==> config.mk <==
export PLATFORM = sky130hd
export DESIGN_NAME = tt_um_serial_adder_flat
export DESIGN_NICKNAME = d
export VERILOG_FILES = /design/src/rtl/tt_um_serial_adder_if.sv /design/src/rtl/tt_um_serial_adder.sv /design/src/flat_wrapper.sv
export SDC_FILE = /design/constraint.sdc
export NUM_CORES = 1
export LEC_CHECK = 0
export CAP_MARGIN = 20
export CORE_MARGIN = 4
export CORE_UTILIZATION = 46
export CTS_BUF_LIST = sky130_fd_sc_hd__clkbuf_16
export DETAILED_ROUTE_END_ITERATION = 7
export GPL_TIMING_DRIVEN = 0
export PLACE_DENSITY = 0.83
export SLEW_MARGIN = 20
export SYNTH_ARGS = -nofsm -noshare
export SYNTH_HDL_FRONTEND = slang
export SYNTH_SLANG_ARGS = --single-unit
==> constraint.sdc <==
create_clock -name clk -period 3.7 [get_ports clk]
set_input_delay 0.74 -clock clk [delete_from_list [all_inputs] [get_ports clk]]
set_output_delay 0.74 -clock clk [all_outputs]
set_load 0.005 [all_outputs]
==> src/rtl/tt_um_serial_adder_if.sv <==
// Pin bundle for the serial adder tile.
// Mirrors the shared dedicated/bidirectional IO map of the adder series.
interface tt_um_serial_adder_if;
    logic       ena;
    logic [7:0] ui_in;
    logic [7:0] uio_in;
    logic [7:0] uo_out;
    logic [7:0] uio_out;
    logic [7:0] uio_oe;

    modport master (
        output ena,
        output ui_in,
        output uio_in,
        input  uo_out,
        input  uio_out,
        input  uio_oe
    );

    modport slave (
        input  ena,
        input  ui_in,
        input  uio_in,
        output uo_out,
        output uio_out,
        output uio_oe
    );
endinterface

==> src/rtl/tt_um_serial_adder.sv <==
// Bit-serial 4-bit adder: capture, four LSB-first steps, one DONE cycle.
// Optional subtract mode behind SERIAL_ADDER_SUB_EN.
module tt_um_serial_adder (
    input  logic                  clk,
    input  logic                  rst_n,
    tt_um_serial_adder_if.slave   bus
);

    typedef enum logic [1:0] {
        IDLE  = 2'd0,
        SHIFT = 2'd1,
        DONE  = 2'd2
    } state_t;

    state_t     state;
    logic [3:0] shift_a;
    logic [3:0] shift_b;
    logic [3:0] sum_sr;
    logic [4:0] result;
    logic [1:0] cnt;
    logic       carry;
    logic       zero;

    logic       start;
    logic [3:0] b_cap;
    logic       c_cap;
    logic       s;
    logic       carry_next;
    logic [3:0] sum_next;
    logic       unused;

    assign start = bus.uio_in[0];

`ifdef SERIAL_ADDER_SUB_EN
    // Subtract is A + ~B + 1, folded into the capture.
    assign b_cap = bus.uio_in[1] ? ~bus.ui_in[7:4] : bus.ui_in[7:4];
    assign c_cap = bus.uio_in[1];
`else
    assign b_cap = bus.ui_in[7:4];
    assign c_cap = 1'b0;
`endif

    assign unused = ^bus.uio_in[7:1];

    assign s          = shift_a[0] ^ shift_b[0] ^ carry;
    assign carry_next = (shift_a[0] & shift_b[0])
                      | (shift_a[0] & carry)
                      | (shift_b[0] & carry);
    assign sum_next   = {s, sum_sr[3:1]};

    always_ff @(posedge clk or negedge rst_n) begin
        if (!rst_n) begin
            state   <= IDLE;
            shift_a <= 4'd0;
            shift_b <= 4'd0;
            sum_sr  <= 4'd0;
            result  <= 5'd0;
            cnt     <= 2'd0;
            carry   <= 1'b0;
            zero    <= 1'b0;
        end else if (bus.ena) begin
            unique case (state)
                IDLE: begin
                    if (start) begin
                        shift_a <= bus.ui_in[3:0];
                        shift_b <= b_cap;
                        carry   <= c_cap;
                        cnt     <= 2'd0;
                        state   <= SHIFT;
                    end
                end
                SHIFT: begin
                    carry   <= carry_next;
                    shift_a <= {1'b0, shift_a[3:1]};
                    shift_b <= {1'b0, shift_b[3:1]};
                    sum_sr  <= sum_next;
                    cnt     <= cnt + 2'd1;
                    if (cnt == 2'd3) begin
                        result <= {carry_next, sum_next};
                        zero   <= (sum_next == 4'b0000);
                        state  <= DONE;
                    end
                end
                DONE: begin
                    state <= IDLE;
                end
                default: begin
                    state <= IDLE;
                end
            endcase
        end
    end

    assign bus.uo_out  = {zero, state == DONE, state == SHIFT, result};
    assign bus.uio_out = 8'h00;
    assign bus.uio_oe  = 8'h00;

endmodule

==> src/flat_wrapper.sv <==
// flat-port wrapper written by rule: the top's interface ports become plain ports
module tt_um_serial_adder_flat 
  (clk, rst_n, bus_ena, bus_ui_in, bus_uio_in, bus_uo_out, bus_uio_out, bus_uio_oe);
  tt_um_serial_adder_if bus_i ();
  input  logic clk;
  input  logic rst_n;
  input wire logic [$bits(bus_i.ena)-1:0] bus_ena;
  input wire logic [$bits(bus_i.ui_in)-1:0] bus_ui_in;
  input wire logic [$bits(bus_i.uio_in)-1:0] bus_uio_in;
  output wire logic [$bits(bus_i.uo_out)-1:0] bus_uo_out;
  output wire logic [$bits(bus_i.uio_out)-1:0] bus_uio_out;
  output wire logic [$bits(bus_i.uio_oe)-1:0] bus_uio_oe;
  assign bus_i.ena = bus_ena;
  assign bus_i.ui_in = bus_ui_in;
  assign bus_i.uio_in = bus_uio_in;
  assign bus_uo_out = bus_i.uo_out;
  assign bus_uio_out = bus_i.uio_out;
  assign bus_uio_oe = bus_i.uio_oe;
  tt_um_serial_adder u_core (.clk(clk), .rst_n(rst_n), .bus(bus_i));
endmodule
==> impl_metrics.tcl, run 1 <==
set metrics [dict create \
    setup_viol 0 \
    area.sequential_um2 551 \
    p_int_uw 792 \
    rsz0062_at_grt "false" \
    finish.instance_area_um2 1530 \
    grt_usage_pct 12.9 \
    syn_avg_cell_area_um2 12.9 \
    ys_ff_latch 22 \
    p_per_area_nw_per_um2 705 \
    drtIter0Drc 1 \
    rows 17 \
    synth_cell_types 21 \
    grt_first_pass_wirelength_um 3280 \
    wire_per_inst_um 12.7 \
    worst_slew_margin_rel_pct 34.5 \
    max_freq_mhz 453 \
    dp.cells 150 \
    cts_buffer_depth 2 \
    crit_required_ns 2.96 \
    hold_buffers 0 \
    die_w_um 57.8 \
    period_share_pct 59.7 \
    cts_buffers 3 \
    ioPinCount 43 \
    die_area_um2 3340 \
    ant_nets 0 \
    ys_warn_count 0 \
    skew_ns 0.00412 \
    vias 696 \
    antenna_found_initial 0 \
    grt_overflow 0 \
    tns_ns 0 \
    cts_htree_levels 1 \
    pre_cts_ws_ns 1.52 \
    dpl_cell_area_um2 1420 \
    antenna_cells 0 \
    synthTopCellsByArea "dfrtp_1 (48%), buf_4 (12%), mux2_1 (8.9%)" \
    status "completed" \
    cap_violations 0 \
    gp_congestion 0.741 \
    dp_hpwl_um 1400 \
    avgViaCountPerCell 4.52 \
    first_pass_iters 2 \
    critPathMaxFanout 10 \
    post_cts.repair.setup_buffers 0 \
    seqPwrFrac_pct 38.5 \
    synthesis.area_um2 1140 \
    cp_data_arrival_time_ns 1.47 \
    multiInputGateArea_um2 479 \
    yosysTopAreaCell "dfrtp_1" \
    hold_slack_ns 0.500 \
    clock-sinks 22 \
    hold_path_class "flop to flop" \
    clock_latency_ns 0.25 \
    tightest_slew_ns 0.979 \
    critPathCaptureType "output pin" \
    finalHoldViolCount 0 \
    switching_power_uw 283 \
    layout-drive-gt1-share_pct 29.4 \
    switching_share_pct 26.3 \
    ys_seq_area_share_pct 48.4 \
    ir_drop_v 0.000550 \
    min_period_ns 2.21 \
    io_buffers 19 \
    grt_max_degree 23 \
    cts_tree "yes" \
    final_cells 154 \
    pwr-share-clk_pct 27.7 \
    nets 148 \
    setup_ws_ns 1.49 \
    pwr-share-comb_pct 33.9 \
    total_power_mw 1.08 \
    die_h_um 57.8 \
    crit_type "flop to output pin" \
    synth_top_area_share_pct 48.4 \
    start_util_pct 50.0 \
    area_growth_pct 34.0 \
    startpoint_type "flop" \
    fin_util_pct 67.0 \
    wl_um 1960 \
    static-leakage-power_nw 0.762 \
    core_um2 2280 \
    nFillCells 183 \
    synthCells 88 \
    cts-root-buf "clkbuf_16" \
    first_global_vias 704 \
    slew_viol_final 0 \
    ctsResizeCount 0 \
    drt_drc_violations_left 0 \
    clkSlewWorstSetupHoldPaths_ns 0.06 \
]
[power groups by stage]
stage	clock network (mW)	logic, mW	registers [mW]
floorplan	0	0.239	0.398
global placement	0	0.351	0.408
detailed placement	0	0.360	0.415
CTS	0.302	0.369	0.416
global route	0.311	0.405	0.430
finish	0.297	0.364	0.414
[layer usage]
layer  wire length, um  GRT usage, %
met5                 0             0
met3               201          4.23
met2               848          21.1
met4                36          5.96
met1               869          15.4
[critical path, stage by stage, from the launching register on]
cell             delay [ns]
dfrtp_1                0.41
buf_4                  0.20
nor2_1                 0.11
clkdlybuf4s50_1        0.50
[cell families after synthesis]
kind of cell,synth area share (%)
other,0.329
AND/OR/NAND/NOR,6.04
buffers and inverters,14.5
AO/OA/AOI/OAI,4.07
adder cells (fa/ha/maj),2.86
flip-flops,48.4
multiplexers,23.8
[registers in the layout (all words and copies together), names as in the netlist]
register,flops
u_core.shift_b,4
u_core.carry,1
u_core.result,5
u_core.state,2
u_core.sum_sr,3
u_core.shift_a,4
u_core.zero,1
u_core.cnt,2
[synthesized netlist by cell type]
library cell,count
dfrtp_1,22
buf_4,18
mux2_1,9
mux2_2,8
inv_1,5
mux2_4,4
nand2_1,4
a22o_1,2
and2_1,2
mux2i_1,2
o21ai_0,2
buf_6,1
conb_1,1
fa_1,1
ha_1,1
nand2b_1,1
nand4b_4,1
nor2_1,1
o211ai_2,1
o22ai_1,1
or4_1,1
[path summary, 6_finish.rpt]
check | startpoint | cells past startpoint | end | slack, ns
max in group asynchronous | rst_n | 1 | u_core.shift_b[3] | 2.07
min | u_core.zero | 2 | u_core.zero | 0.50
min in group asynchronous | rst_n | 1 | u_core.sum_sr[3] | 1.03
min reg2reg | u_core.zero | 2 | u_core.zero | 0.50
max reg2reg | u_core.carry | 3 | u_core.zero | 2.02
max | u_core.state[0] | 3 | bus_uo_out[6] | 1.49
[cell type report]
| class | instances | area share, % |
|---|---|---|
| plain buffers | 19 | 9.60 |
| clock buffers | 3 | 4.92 |
| clock inverters | 1 | 1.97 |
| inverters | 5 | 1.23 |
| multi-input cells | 57 | 31.4 |
| flip-flops and latches | 22 | 36.1 |
| well taps | 28 | 2.30 |
| repair buffers | 19 | 12.5 |
[cell usage in the layout (no fill, tap or decap), types with 3 or more instances in the layout]
master and n:
mux2_1 9, inv_1 5, buf_4 18, conb_1 16
dfrtp_1 22, mux2_4 4, mux2_2 8, clkdlybuf4s50_1 19
clkbuf_16 3, nand2_1 4
No activity file was read; power rests on OpenSTA's default activity.
==> run 2, diff against run 1 <==
--- a/config.mk
+++ b/config.mk
@@ -7,11 +7,11 @@
 export LEC_CHECK = 0
 export CAP_MARGIN = 20
 export CORE_MARGIN = 4
-export CORE_UTILIZATION = 46
+export CORE_UTILIZATION = 43
 export CTS_BUF_LIST = sky130_fd_sc_hd__clkbuf_16
 export DETAILED_ROUTE_END_ITERATION = 7
 export GPL_TIMING_DRIVEN = 0
-export PLACE_DENSITY = 0.83
+export PLACE_DENSITY = 0.78
 export SLEW_MARGIN = 20
 export SYNTH_ARGS = -nofsm -noshare
 export SYNTH_HDL_FRONTEND = slang
==> constraint.sdc (replaced) <==
create_clock -name clk -period 2.05 [get_ports clk]
set_input_delay 0.41 -clock clk [delete_from_list [all_inputs] [get_ports clk]]
set_output_delay 0.41 -clock clk [all_outputs]
set_load 0.005 [all_outputs]
==> run 2 against run 1 <==
Compared with the run above: critical path depth stayed put; non-clock buffer count is 1 higher; highest routed layer unchanged; critical path type unchanged; wire length down 7.2%.
==> impl_metrics.tcl, run 2 (synthesized netlist as in run 1, its figures left out) <==
set metrics [dict create \
    status "completed" \
    gp_congestion 0.768 \
    nets 149 \
    cts_buffers 3 \
    first_global_vias 692 \
    clock-sinks 22 \
    largest_reg_flops 5 \
    vias 696 \
    grt_max_degree 23 \
    p_int_mw 1.30 \
    clkSlewWorstSetupHoldPaths_ns 0.05 \
    dpl_cell_area_um2 1420 \
    grt_usage_pct 11.2 \
    hold_path_class "input pin to async pin" \
    antenna_found_initial 0 \
    start_util_pct 45.5 \
    pwr-share-clk_pct 21.9 \
    antenna_cells 0 \
    period_share_pct 91.2 \
    r2r_cells 3 \
    critPathMaxFanout 10 \
    p_per_area_nw_per_um2 1180 \
    regMostFlops "u_core.result" \
    critPathCaptureType "output pin" \
    die_w_um 59.5 \
    avgViaCountPerCell 4.46 \
    cp_data_arrival_time_ns 1.46 \
    cap_violations 0 \
    min_period_ns 1.87 \
    worst_path_largest_cell_delay_ns 0.51 \
    largestRegisters "u_core.result: 5 flops, u_core.shift_a: 4 flops, u_core.shift_b: 4 flops" \
    final_cell_mix "dfrtp_1 (22), clkdlybuf4s50_1 (19), buf_4 (18)" \
    final_common_cell "dfrtp_1" \
    critical_path.slowest_cell "clkdlybuf4s50_1" \
    io_buffers 19 \
    setup_viol 0 \
    dp_hpwl_um 1430 \
    ioPinCount 43 \
    max_freq_mhz 535 \
    slew_viol_final 0 \
    cts_tree "yes" \
    die_h_um 59.5 \
    cts_htree_levels 1 \
    wire_per_inst_um 11.6 \
    cts_buffer_depth 2 \
    finish.instance_area_um2 1510 \
    r2r-end "u_core.zero" \
    ant_nets 0 \
    static-leakage-power_nw 0.754 \
    pwr-share-comb_pct 36.5 \
    cp_top_family "buffers and inverters" \
    ctsResizeCount 0 \
    area_growth_pct 32.5 \
    switching_share_pct 27.0 \
    startpoint_type "flop" \
    clock_latency_ns 0.25 \
    rrSetupSlack_ns 0.42 \
    layout-drive-gt1-share_pct 29.4 \
    crit_type "flop to output pin" \
    core_um2 2500 \
    skew_ns 0.00245 \
    finalHoldViolCount 0 \
    critical_path_buf_inv_count 2 \
    switching_power_uw 480 \
    first_pass_iters 2 \
    rows 18 \
    hold_buffers 0 \
    drtIter0Drc 7 \
    grt_overflow 0 \
    post_cts.repair.setup_buffers 0 \
    crit_required_ns 1.64 \
    rsz0062_at_grt "false" \
    drt_drc_violations_left 0 \
    tns_ns 0 \
    grt_first_pass_wirelength_um 2970 \
    die_area_um2 3530 \
    seqPwrFrac_pct 41.6 \
    wl_um 1820 \
    cts-root-buf "clkbuf_16" \
    reg2reg_from "u_core.carry" \
    ir_drop_v 0.000919 \
    cp_cell_sequence "buf_4 -> nor2_1 -> clkdlybuf4s50_1" \
]
-- run 2: cell types whose count changed in the layout (fill, tap and decap cells not counted) --
cell,change
buf_6,+1
bufinv_16,-1
-- run 2: final cells by class --
type,instances,area (um2)
well taps,30,37.5
fillers,199,991
repair buffers,20,201
flip-flops and latches,22,551
inverters,5,18.8
clock buffers,3,75.1
multi-input cells,57,479
plain buffers,19,146
-- run 2: layer usage --
metal  share of wire (%)  vias to the layer above  GRT usage, %
met2                  49                       25          20.1
met5                   0                        -             0
met4                 1.9                        0          5.83
met1                  40                      323          12.7
li1                    -                      344             -
met3                 9.4                        4          1.74
-- run 2: how the worst max path moves through the flow --
stage                              to  depth (start not counted)             from  slack [ns]
floorplan                 u_core.zero                          3     u_core.carry        0.52
global placement    u_core.shift_a[2]                          4          bus_ena        0.23
detailed placement  u_core.shift_b[0]                          4          bus_ena        0.22
CTS                     bus_uo_out[6]                          3  u_core.state[0]        0.17
global route            bus_uo_out[6]                          3  u_core.state[0]        0.11
finish                  bus_uo_out[6]                          3  u_core.state[0]        0.18
-- run 2: through the flow --
stage          util (%)  total power [mW]  setup slack [ns]  hold slack, ns  std cells
2_1_floorplan         -              1.15             0.521           0.114        103
3_3_place_gp       56.9              1.37             0.229           0.467        152
3_5_place_dp       56.9              1.40             0.223           0.472        152
4_1_cts            59.9              1.81             0.170           0.485        155
5_1_grt            60.4              1.90             0.110           0.475        156
6_report           60.4              1.78             0.181           0.445        156
-- run 2: power groups by stage --
stage | clock, mW | combinational, mW | sequential [mW]
6_report | 0.390 | 0.649 | 0.741
2_1_floorplan | 0 | 0.432 | 0.719
5_1_grt | 0.417 | 0.721 | 0.764
3_3_place_gp | 0 | 0.634 | 0.736
4_1_cts | 0.405 | 0.658 | 0.744
3_5_place_dp | 0 | 0.654 | 0.750
==> run 3, diff against run 2 <==
--- a/config.mk
+++ b/config.mk
@@ -10,7 +10,6 @@
 export CORE_UTILIZATION = 43
 export CTS_BUF_LIST = sky130_fd_sc_hd__clkbuf_16
 export DETAILED_ROUTE_END_ITERATION = 7
-export GPL_TIMING_DRIVEN = 0
 export PLACE_DENSITY = 0.78
 export SLEW_MARGIN = 20
 export SYNTH_ARGS = -nofsm -noshare
==> run 3 against run 2 <==
Compared with the run above: final area down 6.5%; power increased by 7.2%; via count shrank 5.9%; first-iteration DRC count fell by 71%; non-clock buffer count fell by 16; sequential share of layout area rose by 2.5 points; flip-flop and latch count is the same; sequential power increased by 1%; die area unchanged; worst hold slack better by 0.030 ns; critical endpoint is now bus_uo_out[5].
==> impl_metrics.tcl, run 3 (synthesized netlist as in run 1, its figures left out) <==
set metrics [dict create \
    rows 18 \
    nFillCells 219 \
    die_area_um2 3530 \
    largest_reg_flops 5 \
    first_pass_iters 4 \
    grt_overflow 0 \
    finish.instance_area_um2 1410 \
    tns_ns 0 \
    critPathMaxFanout 7 \
    clock-sinks 22 \
    cts_htree_levels 1 \
    tightest_slew_ns 0.658 \
    hold_buffers 0 \
    final_cells 141 \
    clkSlewWorstSetupHoldPaths_ns 0.06 \
    min_period_ns 1.93 \
    setup_viol 0 \
    area_growth_pct 24.0 \
    skew_ns 0.00283 \
    setup_ws_ns 0.122 \
    hp-start "u_core.zero" \
    antenna_cells 0 \
    ant_nets 0 \
    min_path_cells 2 \
    gp_congestion 0.725 \
    r2r_cells 3 \
    p_per_area_nw_per_um2 1350 \
    crit_required_ns 1.64 \
    worst_slew_margin_rel_pct 56.0 \
    die_h_um 59.5 \
    wire_per_inst_um 13.6 \
    die_w_um 59.5 \
    cp_cell_sequence "nand2b_1 -> inv_1 -> clkdlybuf4s50_1" \
    fin_util_pct 56.5 \
    avgViaCountPerCell 4.65 \
    regMostFlops "u_core.result" \
    dp_hpwl_um 1400 \
    wl_um 1920 \
    grt_first_pass_wirelength_um 3150 \
    final_cell_mix "dfrtp_1 (22), clkdlybuf4s50_1 (19), conb_1 (16)" \
    r2r-end "u_core.zero" \
    vias 655 \
    reg2reg_from "u_core.carry" \
    critical_path.slowest_cell "clkdlybuf4s50_1" \
    pre_cts_ws_ns 0.160 \
    cts_buffers 3 \
    cp_data_arrival_time_ns 1.52 \
    holdPathEnd "u_core.zero" \
    ioPinCount 43 \
    worst_path_largest_cell_delay_ns 0.51 \
    drt_drc_violations_left 0 \
    slew_viol_final 0 \
    critPathCaptureType "output pin" \
    ir_drop_v 0.000863 \
    period_share_pct 94.1 \
    core_um2 2500 \
    antenna_found_initial 0 \
    largestRegisters "u_core.result: 5 flops, u_core.shift_a: 4 flops, u_core.shift_b: 4 flops" \
    rsz0062_at_grt "false" \
    cts-root-buf "clkbuf_16" \
    finalHoldViolCount 0 \
    final_common_cell "dfrtp_1" \
    io_buffers 19 \
    status "completed" \
    nets 133 \
    grt_usage_pct 11.8 \
    crit_type "flop to output pin" \
    total_power_mw 1.91 \
    start_util_pct 45.5 \
    cts_buffer_depth 2 \
    first_global_vias 703 \
    static-leakage-power_nw 0.677 \
    post_cts.repair.setup_buffers 0 \
    rrSetupSlack_ns 0.40 \
    clock_latency_ns 0.25 \
    cts_tree "yes" \
    drtIter0Drc 2 \
    startpoint_type "flop" \
    cap_violations 0 \
    hold_path_class "flop to flop" \
    dp.cells 137 \
    grt_max_degree 23 \
    max_freq_mhz 519 \
    ctsResizeCount 0 \
    hold_slack_ns 0.475 \
    layout-drive-gt1-share_pct 19.8 \
    dpl_cell_area_um2 1310 \
]
[run 3: layer usage]
metal  routed length [um]  track usage (%)  share of wire (%)  up-vias
li1                     -                -                  -      307
met1                  803             14.7                 42      323
met2                  980             20.4                 51       23
met3                  127             1.31                6.6        2
met4                   13             4.85               0.68        0
met5                    0                0                  0        -
[run 3: worst max-delay path by stage]
stage / from / to
2_1_floorplan: u_core.carry / u_core.zero
3_5_place_dp: bus_uio_in[0] / u_core.shift_a[1]
4_1_cts: u_core.state[0] / bus_uo_out[5]
3_3_place_gp: bus_uio_in[0] / u_core.shift_a[0]
6_report: u_core.state[0] / bus_uo_out[5]
5_1_grt: u_core.state[0] / bus_uo_out[5]
[run 3: cell type report]
cell class                      count  area (um2)  area share [%]
Tap cell                           30        37.5            2.66
Inverter                            5        18.8            1.33
Clock inverter                      1        30.0            2.13
Sequential cell                    22         551            39.0
Multi-Input combinational cell     57         479            34.0
Clock buffer                        3        75.1            5.32
Timing Repair Buffer               23         220            15.6
[run 3: power by group]
group          switching (mW)  leakage, nW  internal, mW
Combinational           0.226        0.352         0.393
Sequential              0.127        0.274         0.623
Clock                   0.150       0.0511         0.387
Total                   0.504        0.677          1.40
[run 3: critical path, delay by kind of cell, from the launching register on]
kind / cells / cell delay [ns]
buffers and inverters: 2 / 0.63
flip-flops: 1 / 0.49
AND/OR/NAND/NOR: 1 / 0.14
